`src/rtl/p_ctrl_if.sv`:
```
// Host-side handshake for the p_ctrl sequencer.
//   start  : job request, sampled only while the sequencer is idle
//   abort  : synchronous cancel of the running job
//   in     : 16-bit operand, captured on an accepted start
//   busy   : high whenever a job is in flight
//   done   : one-cycle completion pulse
//   cycles : accumulate plus correct cycles spent on the last job (saturating)
interface p_ctrl_if;
  logic        start;
  logic        abort;
  logic [15:0] in;
  logic        busy;
  logic        done;
  logic [15:0] cycles;

  modport master (
    output start, abort, in,
    input  busy, done, cycles
  );

  modport slave (
    input  start, abort, in,
    output busy, done, cycles
  );
endinterface

```
`src/rtl/p_ctrl.sv`:
```
// Sequencing FSM for the 3/5/15 multiples-sum datapath.
// Latches an operand on start, then walks the datapath through clear, accumulate and
// correct phases, raising done when the datapath result holds the sum of all multiples
// of 3 or 5 strictly below the operand.
// Ports:
//   clk, rst           : rising-edge clock, asynchronous active-high reset
//   host               : start/abort/in request side, busy/done/cycles status side
//   C3, C15            : datapath counter feedback
//   op_in              : latched operand, feeds the datapath
//   RC3, RC5, RC15     : datapath counter clears
//   SC3, SC5, SC15     : datapath counter steps
//   ROut, SOut         : datapath result opcode (11 clear, 10 hold, 01 accumulate, 00 correct)
module p_ctrl #(
  parameter int unsigned CW     = 32,
  parameter int unsigned STEP3  = 3,
  parameter int unsigned STEP15 = 15
) (
  input  logic          clk,
  input  logic          rst,
  p_ctrl_if.slave       host,
  input  logic [CW-1:0] C3,
  input  logic [CW-1:0] C15,
  output logic [15:0]   op_in,
  output logic          RC3,
  output logic          RC5,
  output logic          RC15,
  output logic          SC3,
  output logic          SC5,
  output logic          SC15,
  output logic          ROut,
  output logic          SOut
);

  typedef enum logic [2:0] {StIdle, StClr, StAcc, StCorr, StFin} state_e;

  // Strobe bundle order: {RC3, RC5, RC15, SC3, SC5, SC15, ROut, SOut}
  localparam logic [7:0] StrobeHold = 8'b000_000_10;
  localparam logic [7:0] StrobeClr  = 8'b111_000_11;
  localparam logic [7:0] StrobeAcc  = 8'b000_110_01;
  localparam logic [7:0] StrobeCorr = 8'b000_001_00;

  function automatic logic [7:0] decode(input state_e s);
    logic [7:0] d;
    d = StrobeHold;
    unique case (s)
      StClr:   d = StrobeClr;
      StAcc:   d = StrobeAcc;
      StCorr:  d = StrobeCorr;
      default: d = StrobeHold;
    endcase
    return d;
  endfunction

  state_e      state_q, state_d;
  logic [15:0] op_q;
  logic [15:0] cycles_q;
  logic        done_q;
  logic        busy_q;
  logic [7:0]  strobe_q;

  // One extra bit so counter + step never wraps before the compare.
  logic [CW:0] c3_nxt, c15_nxt, op_ext;

  assign op_ext  = (CW+1)'(op_q);
  assign c3_nxt  = {1'b0, C3} + (CW+1)'(STEP3);
  assign c15_nxt = {1'b0, C15} + (CW+1)'(STEP15);

  always_comb begin
    state_d = state_q;
    if (host.abort) begin
      state_d = StIdle;
    end else begin
      unique case (state_q)
        StIdle:  if (host.start) state_d = StClr;
        StClr:   state_d = StAcc;
        StAcc:   if (!(c3_nxt < op_ext)) state_d = StCorr;
        StCorr:  if (!(c15_nxt < op_ext)) state_d = StFin;
        StFin:   state_d = StIdle;
        default: state_d = StIdle;
      endcase
    end
  end

  // Outputs are registered from the next-state decode so they line up with state_q
  // and never see a combinational path from any input.
  always_ff @(posedge clk or posedge rst) begin
    if (rst) begin
      state_q  <= StIdle;
      op_q     <= '0;
      cycles_q <= '0;
      done_q   <= 1'b0;
      busy_q   <= 1'b0;
      strobe_q <= StrobeHold;
    end else begin
      state_q  <= state_d;
      done_q   <= (state_d == StFin);
      busy_q   <= (state_d != StIdle);
      strobe_q <= decode(state_d);
      if (state_q == StIdle && host.start && !host.abort) begin
        op_q     <= host.in;
        cycles_q <= '0;
      end else if ((state_q == StAcc || state_q == StCorr) && cycles_q != 16'hFFFF) begin
        // Counts the cycle even when abort ends it, so the partial count is kept.
        cycles_q <= cycles_q + 16'd1;
      end
    end
  end

  assign {RC3, RC5, RC15, SC3, SC5, SC15, ROut, SOut} = strobe_q;
  assign op_in       = op_q;
  assign host.busy   = busy_q;
  assign host.done   = done_q;
  assign host.cycles = cycles_q;

endmodule

```
`src/flat_wrapper.sv`:
```
// flat-port wrapper written by rule: the top's interface ports become plain ports
module p_ctrl_flat 
#(
  parameter int unsigned CW     = 32,
  parameter int unsigned STEP3  = 3,
  parameter int unsigned STEP15 = 15
)
  (clk, rst, C3, C15, op_in, RC3, RC5, RC15, SC3, SC5, SC15, ROut, SOut, host_start, host_abort, host_in, host_busy, host_done, host_cycles);
  p_ctrl_if host_i ();
  input  logic clk;
  input  logic rst;
  input  logic [CW-1:0] C3;
  input  logic [CW-1:0] C15;
  output logic [15:0] op_in;
  output logic RC3;
  output logic RC5;
  output logic RC15;
  output logic SC3;
  output logic SC5;
  output logic SC15;
  output logic ROut;
  output logic SOut;
  input wire logic [$bits(host_i.start)-1:0] host_start;
  input wire logic [$bits(host_i.abort)-1:0] host_abort;
  input wire logic [$bits(host_i.in)-1:0] host_in;
  output wire logic [$bits(host_i.busy)-1:0] host_busy;
  output wire logic [$bits(host_i.done)-1:0] host_done;
  output wire logic [$bits(host_i.cycles)-1:0] host_cycles;
  assign host_i.start = host_start;
  assign host_i.abort = host_abort;
  assign host_i.in = host_in;
  assign host_busy = host_i.busy;
  assign host_done = host_i.done;
  assign host_cycles = host_i.cycles;
  p_ctrl #(.CW(CW), .STEP3(STEP3), .STEP15(STEP15)) u_core (.clk(clk), .rst(rst), .host(host_i), .C3(C3), .C15(C15), .op_in(op_in), .RC3(RC3), .RC5(RC5), .RC15(RC15), .SC3(SC3), .SC5(SC5), .SC15(SC15), .ROut(ROut), .SOut(SOut));
endmodule
```
`config.mk`:
```
export PLATFORM = sky130hd
export DESIGN_NAME = p_ctrl_flat
export DESIGN_NICKNAME = d
export VERILOG_FILES = /design/src/rtl/p_ctrl_if.sv /design/src/rtl/p_ctrl.sv /design/src/flat_wrapper.sv
export SDC_FILE = /design/constraint.sdc
export NUM_CORES = 1
export LEC_CHECK = 0
export BUFFER_PORTS_ARGS = -buffer_cell sky130_fd_sc_hd__buf_2
export CORE_ASPECT_RATIO = 0.75
export CORE_MARGIN = 2
export CORE_UTILIZATION = 56
export CTS_CLUSTER_SIZE = 28
export DETAILED_ROUTE_END_ITERATION = 8
export PLACE_DENSITY = 0.87
export SLEW_MARGIN = 20
export SYNTH_ARGS = -nofsm -noshare
export SYNTH_HDL_FRONTEND = slang
export SYNTH_SLANG_ARGS = --single-unit
export TNS_END_PERCENT = 10
```
`constraint.sdc`:
```
create_clock -name clk -period 5.35 [get_ports clk]
set_input_delay 1.07 -clock clk [delete_from_list [all_inputs] [get_ports clk]]
set_output_delay 1.07 -clock clk [all_outputs]
set_load 0.05 [all_outputs]
```
### After elaboration in Yosys (flattened, before gate mapping)

Index checks and enable logic that the tools add are counted.

| operators by class | value |
|---|---|
| $add $sub $neg | 3 |
| $mul | 0 |
| divide/modulo/power cells | 0 |
| order comparisons | 2 |
| equality and inequality tests | 8 |
| shift operators | 0 |
| muxes and demuxes | 8 |
| bitwise gates (word level) | 0 |
| reductions and logical operators | 8 |

Operator list:

| operator | count |
|---|---|
| 33-bit by 16-bit < comparator with 1-bit output | 2 |
| 32-bit by 2-bit adder with 33-bit output, second input constant | 1 |
| 32-bit by 4-bit adder with 33-bit output, second input constant | 1 |
| 16-bit two-way mux | 2 |
| 8-bit case mux with 3 select lines | 1 |
| 16-bit by 1-bit adder with 16-bit output, second input constant | 1 |
| 16-bit != test, second input constant | 1 |
| 3-bit by 2-bit == test with 1-bit output, second input constant | 4 |
| 3-bit two-way mux | 4 |
| 3-bit case mux with 4 select lines | 1 |
| 3-bit by 1-bit == test with 1-bit output, second input constant | 2 |
| 3-bit == test, second input constant | 1 |
| 1-bit logical AND | 3 |
| 3-bit zero test | 1 |
| 3-bit nonzero test | 1 |
| 2-bit nonzero test | 1 |
| 1-bit zero test | 1 |
| 1-bit logical OR | 1 |

| word-level totals | value |
|---|---|
| flip-flop bits (word level) | 45 |
| latch bits | 0 |
| RAM bits | 0 |
| ROM bits | 0 |
| input port bits | 84 |
| output and inout port bits | 42 |
| memories kept | 0 |

### Longest topological paths before layout

| logic depth | value |
|---|---|
| depth in word-level cells | 7 |
| mapped depth | 14 |
| mapped depth without buffers | 14 |

### Worst setup path after synthesis

Ideal clock, no wire load.

| path | value |
|---|---|
| path type | input-to-reg |
| from | in C3[0] |
| to | reg u_core.strobe_q[0] |
| library setup time | 0.096 ns |
| arrival | 3.740 ns |
| path slack | 1.514 ns |
| cell stages on the path | 13 |
| cell sequence | inv_1 -> ha_1 -> nand2b_1 -> nor4_2 -> nand3_1 -> xnor2_1 -> ha_1 -> a21o_1 -> nand2_1 -> nand4b_1 -> or3_1 -> or4_4 -> o32ai_2 |

| between the ends | value |
|---|---|
| word-level cells in the longest chain between the ends | 7 |
| elaborated cells between the ends (all ways) | 9 |
| those cells by class | add/sub (1); order compare (1); eq/ne (3); mux (4) |

Ends and longest elaborated chain:

| what | RTL line | text |
|---|---|---|
| start: declaration | flat_wrapper.sv:12 | `input logic [CW-1:0] C3;` |
| 32-bit by 2-bit adder with 33-bit output (*) | p_ctrl.sv:65 | `assign c3_nxt = {1'b0, C3} + (CW+1)'(STEP3);` |
| 33-bit by 16-bit < comparator with 1-bit output (*) | p_ctrl.sv:76 | `StAcc: if (!(c3_nxt < op_ext)) state_d = StCorr;` |
| 3-bit two-way mux (*) | p_ctrl.sv:76 |  |
| 3-bit case mux with 4 select lines (*) | p_ctrl.sv:73 | `unique case (state_q)` |
| 3-bit two-way mux (*) | p_ctrl.sv:70 | `if (host.abort) begin` |
| 3-bit by 2-bit == test with 1-bit output / 3-bit by 1-bit == test with 1-bit output (equally long branches) | p_ctrl.sv:45 | `unique case (s)` |
| 8-bit case mux with 3 select lines (*) | p_ctrl.sv:45 |  |
| end signal: assignment | p_ctrl.sv:93 | `strobe_q <= StrobeHold;` |
| end signal: assignment | p_ctrl.sv:98 | `strobe_q <= decode(state_d);` |
| end: declaration | p_ctrl.sv:59 | `logic [7:0] strobe_q;` |

Mark *: on every way between the ends. The rest lies on a longest branch, timed or not.
A chain may end at the register's enable or synchronous reset.

### Worst setup path after layout

| path | value |
|---|---|
| from | in C15[3] |
| to | reg u_core.strobe_q[1] |

| between the ends | value |
|---|---|
| word-level cells in the longest chain between the ends | 7 |
| elaborated cells between the ends (all ways) | 9 |
| those cells by class | add/sub (1); order compare (1); eq/ne (3); mux (4) |

Ends and longest elaborated chain:

| what | RTL line | text |
|---|---|---|
| start: declaration | flat_wrapper.sv:13 | `input logic [CW-1:0] C15;` |
| 32-bit by 4-bit adder with 33-bit output (*) | p_ctrl.sv:66 | `assign c15_nxt = {1'b0, C15} + (CW+1)'(STEP15);` |
| 33-bit by 16-bit < comparator with 1-bit output (*) | p_ctrl.sv:77 | `StCorr: if (!(c15_nxt < op_ext)) state_d = StFin;` |
| 3-bit two-way mux (*) | p_ctrl.sv:77 |  |
| 3-bit case mux with 4 select lines (*) | p_ctrl.sv:73 |  |
| 3-bit two-way mux (*) | p_ctrl.sv:70 |  |
| 3-bit by 2-bit == test with 1-bit output / 3-bit by 1-bit == test with 1-bit output (equally long branches) | p_ctrl.sv:45 |  |
| 8-bit case mux with 3 select lines (*) | p_ctrl.sv:45 |  |

Marked as above.

==> summary.txt <==
Status
  • Status: complete, no violations

Clock network
  • Worst-path clk slew: 80 ps
  • Clk buf depth: 2
  • Inserted Clock Buffers: 5
  • Post-CTS Setup Inserts: 0
  • Worst skew pair latency: 290 ps
  • Htree depth: 2
  • PostCTS Resize Cnt: 0
  • Root Buffer: clkbuf_8
  • Clock sink count: 42
  • TritonCTS clock tree: yes
  • # hold bufs at CTS: 0

Yosys
  • Adder-cell area share of the yosys netlist: 0.107
  • Largest family of logic cells by synthesized area: simple AND/OR/NAND/NOR gates
  • Post-synth EDFFs: 0
  • Post-synth ARST share: 1.00
  • Yosys warns: 0
  • Register area share after synthesis: 0.273
  • Mapped Nets: 579
  • Post-synth cell types: 69
  • Xor and xnor area share after synthesis: 0.102
  • Multiplexer share of the synthesized area: 0.0166
  • Synth Register Bits: 42
  • Top_reg_cell synth: dfrtp_1
  • Avg Inst Size Synth: 8.33 um^2
  • Simple logic cell fraction of the synthesized area: 0.295
  • Compound-cell area share of the yosys netlist: 0.155
  • Synth Instances: 462
  • Mapped Area: 3850 um^2

Floorplan
  • I/O pin cnt: 126
  • Die width: 99.7 um
  • Initial Util: 0.571
  • Rows: 26
  • Die ar.: 7560 um^2
  • Core area: 6730 um^2
  • Die H: 75.8 um

STA
  • Fin crit share: 0.740
  • WHS: 526 ps
  • RSZ-0062 raised after global routing: false
  • Period minus WS final: 3960 ps
  • Fmax: 0.253 GHz
  • Final Max Slew Viols: 0
  • Setup_tns: 0 ps
  • Slew HR: 0.431
  • Final setup violation count: 0
  • Worst slew pin tran: 854 ps
  • Final hold violation count: 0
  • Clk_skew: 6.04 ps

Placed design
  • Count of input and output buffers: 125
  • Placed cell area: 4520 um^2
  • RD Place Congestion: 0.924
  • Placed Instances: 658
  • DP HPWL: 8240 um

Finish
  • Final Cell Area: 4610 um^2
  • Final nets: 698
  • Fraction of layout cells with a size suffix above 1: 0.271
  • Area growth syn-to-layout: 19.9%
  • Final core utilization: 0.685
  • Commonest non-fill, non-tap cells in the layout: buf_2 (125), nand2_1 (46), nor2_1 (43), dfrtp_1 (41), ha_1 (33)
  • N_diodes: 0
  • Leading cell type in the layout, fill and taps excluded: buf_2
  • Fin cells: 666

Hold path
  • Min-Delay Endpoint: u_core.state_q[1]
  • Worst Hold Depth: 1
  • HP Start: u_core.state_q[2]
  • Worst min path class: register to register

Detailed routing
  • Vias: 3919
  • Final wirelength: 10200 um
  • Detailed router's first-iteration violation count: 194
  • Vias per std cell: 5.88
  • Drt pass-1 iters: 4
  • DRC Markers: 0
  • Post-route ant nets: 0
  • Wire per inst: 15.3 um

Power
  • Max VDD drop: 0.183 mV
  • Leakage: 2.22 nW
  • Pwr dens: 248 nW/um^2

Global routing
  • GR Util All Layers: 0.262
  • Largest net degree at the start of global routing: 43
  • Initial antenna violation count: 0
  • Vias in the first global route: 3473
  • Global-route wire length before repair: 15900 um
  • GRT overflow: 0

Setup path
  • Worst reg-to-reg setup slack: 2590 ps
  • Startpoint type of the worst setup path: primary input
  • Worst-path fanout max: 6
  • Crit. End Element: register
  • Worst Path Required: 5570 ps
  • R2R cell count: 9
  • Arr. time, crit path: 4180 ps
  • Reg2Reg Capture Point: u_core.host.cycles[13]
  • Reg-to-reg startpoint: u_core.host.cycles[0]
  • CP Class: primary input to register

Run
  • Max Cap Viol: 0
-- synthesized netlist by cell type (2+ instances only) --
cell type | number | area, um^2
nand2_1 | 46 | 173
nor2_1 | 43 | 161
dfrtp_1 | 41 | 1030
ha_1 | 33 | 413
inv_1 | 29 | 109
nand3_1 | 28 | 140
xnor2_1 | 26 | 228
o21ai_0 | 25 | 125
xor2_1 | 19 | 166
nand4_1 | 17 | 106
a21oi_1 | 14 | 70.1
and3_1 | 12 | 75.1
clkbuf_1 | 8 | 30.0
nor4_1 | 8 | 50.1
a21o_1 | 7 | 52.6
nor3_1 | 7 | 35.0
o31ai_1 | 6 | 45.0
and4_1 | 5 | 43.8
buf_4 | 5 | 37.5
a31oi_1 | 4 | 25.0
nor2b_1 | 4 | 25.0
o21ai_1 | 4 | 20.0
or3_1 | 4 | 25.0
a211oi_1 | 3 | 22.5
mux2i_1 | 3 | 30.0
nand3b_1 | 3 | 22.5
o211ai_1 | 3 | 22.5
o31a_1 | 3 | 26.3
and2_1 | 2 | 12.5
buf_2 | 2 | 10.0
mux2_2 | 2 | 22.5
nand2b_1 | 2 | 12.5
nand4_4 | 2 | 42.5
nor3b_1 | 2 | 15.0
nor4b_1 | 2 | 17.5
o2111ai_1 | 2 | 17.5
o21a_1 | 2 | 15.0
or4_1 | 2 | 15.0
or4_4 | 2 | 22.5
-- where the power goes --
group	internal (W)	switching, W	total (W)
clock network	0.000104	0.000112	0.000215
logic	0.000167	0.000362	0.000529
registers	0.000360	0.0000387	0.000399
-- kinds of logic after synthesis --
kind of cell    after synthesis
simple gates                203
mux                           6
compound gates               87
xor+xnor                     45
flops                        42
buf+inv                      46
fa+ha+maj                    33
-- layer usage --
layer	routed length [um]	track usage	up-vias
met4	111	0.0685	0
met5	0	0	-
li1	-	-	1920
met3	686	0.0385	14
met1	4700	0.371	1832
met2	4670	0.428	153
-- worst max path at each step --
stage / from / to
finish: C15[3] / u_core.strobe_q[1]
global route: C3[0] / u_core.strobe_q[0]
CTS: C15[3] / u_core.strobe_q[1]
detailed placement: C15[0] / u_core.strobe_q[1]
global placement: C3[0] / u_core.strobe_q[0]
floorplan: C3[0] / u_core.strobe_q[0]
-- sequential cells by signal, indices dropped and copies added (netlist names) --
signal	cells
u_core.strobe_q	5
u_core.state_q	3
u_core.host.busy	1
u_core.host.cycles	16
u_core.op_in	16
u_core.host.done	1
-- worst max-delay path: stages --
cell	delay, ps
buf_2	120
or4_1	710
nand4_1	190
xnor2_1	140
ha_1	280
a21oi_1	160
a21oi_1	90
o21ai_0	160
o211ai_1	130
a211oi_1	300
o2111ai_2	200
and2_4	220
a2111o_1	420
-- area by class of cell --
class,count,area [um^2]
clock inverter,2,12.5
timing repair buffer,128,648
tap,84,105
sequential,42,1050
fill,570,2120
inverter,30,113
clock buffer,6,82.6
multi-input combinational,374,2600
-- through the flow --
step / setup WS [ps] / power, W
finish: 1390 / 0.00114
detailed placement: 1130 / 0.000928
global route: 1160 / 0.00121
global placement: 1250 / 0.000908
floorplan: 1510 / 0.000762
CTS: 1420 / 0.00114
(Power assumes the default switching activity.)
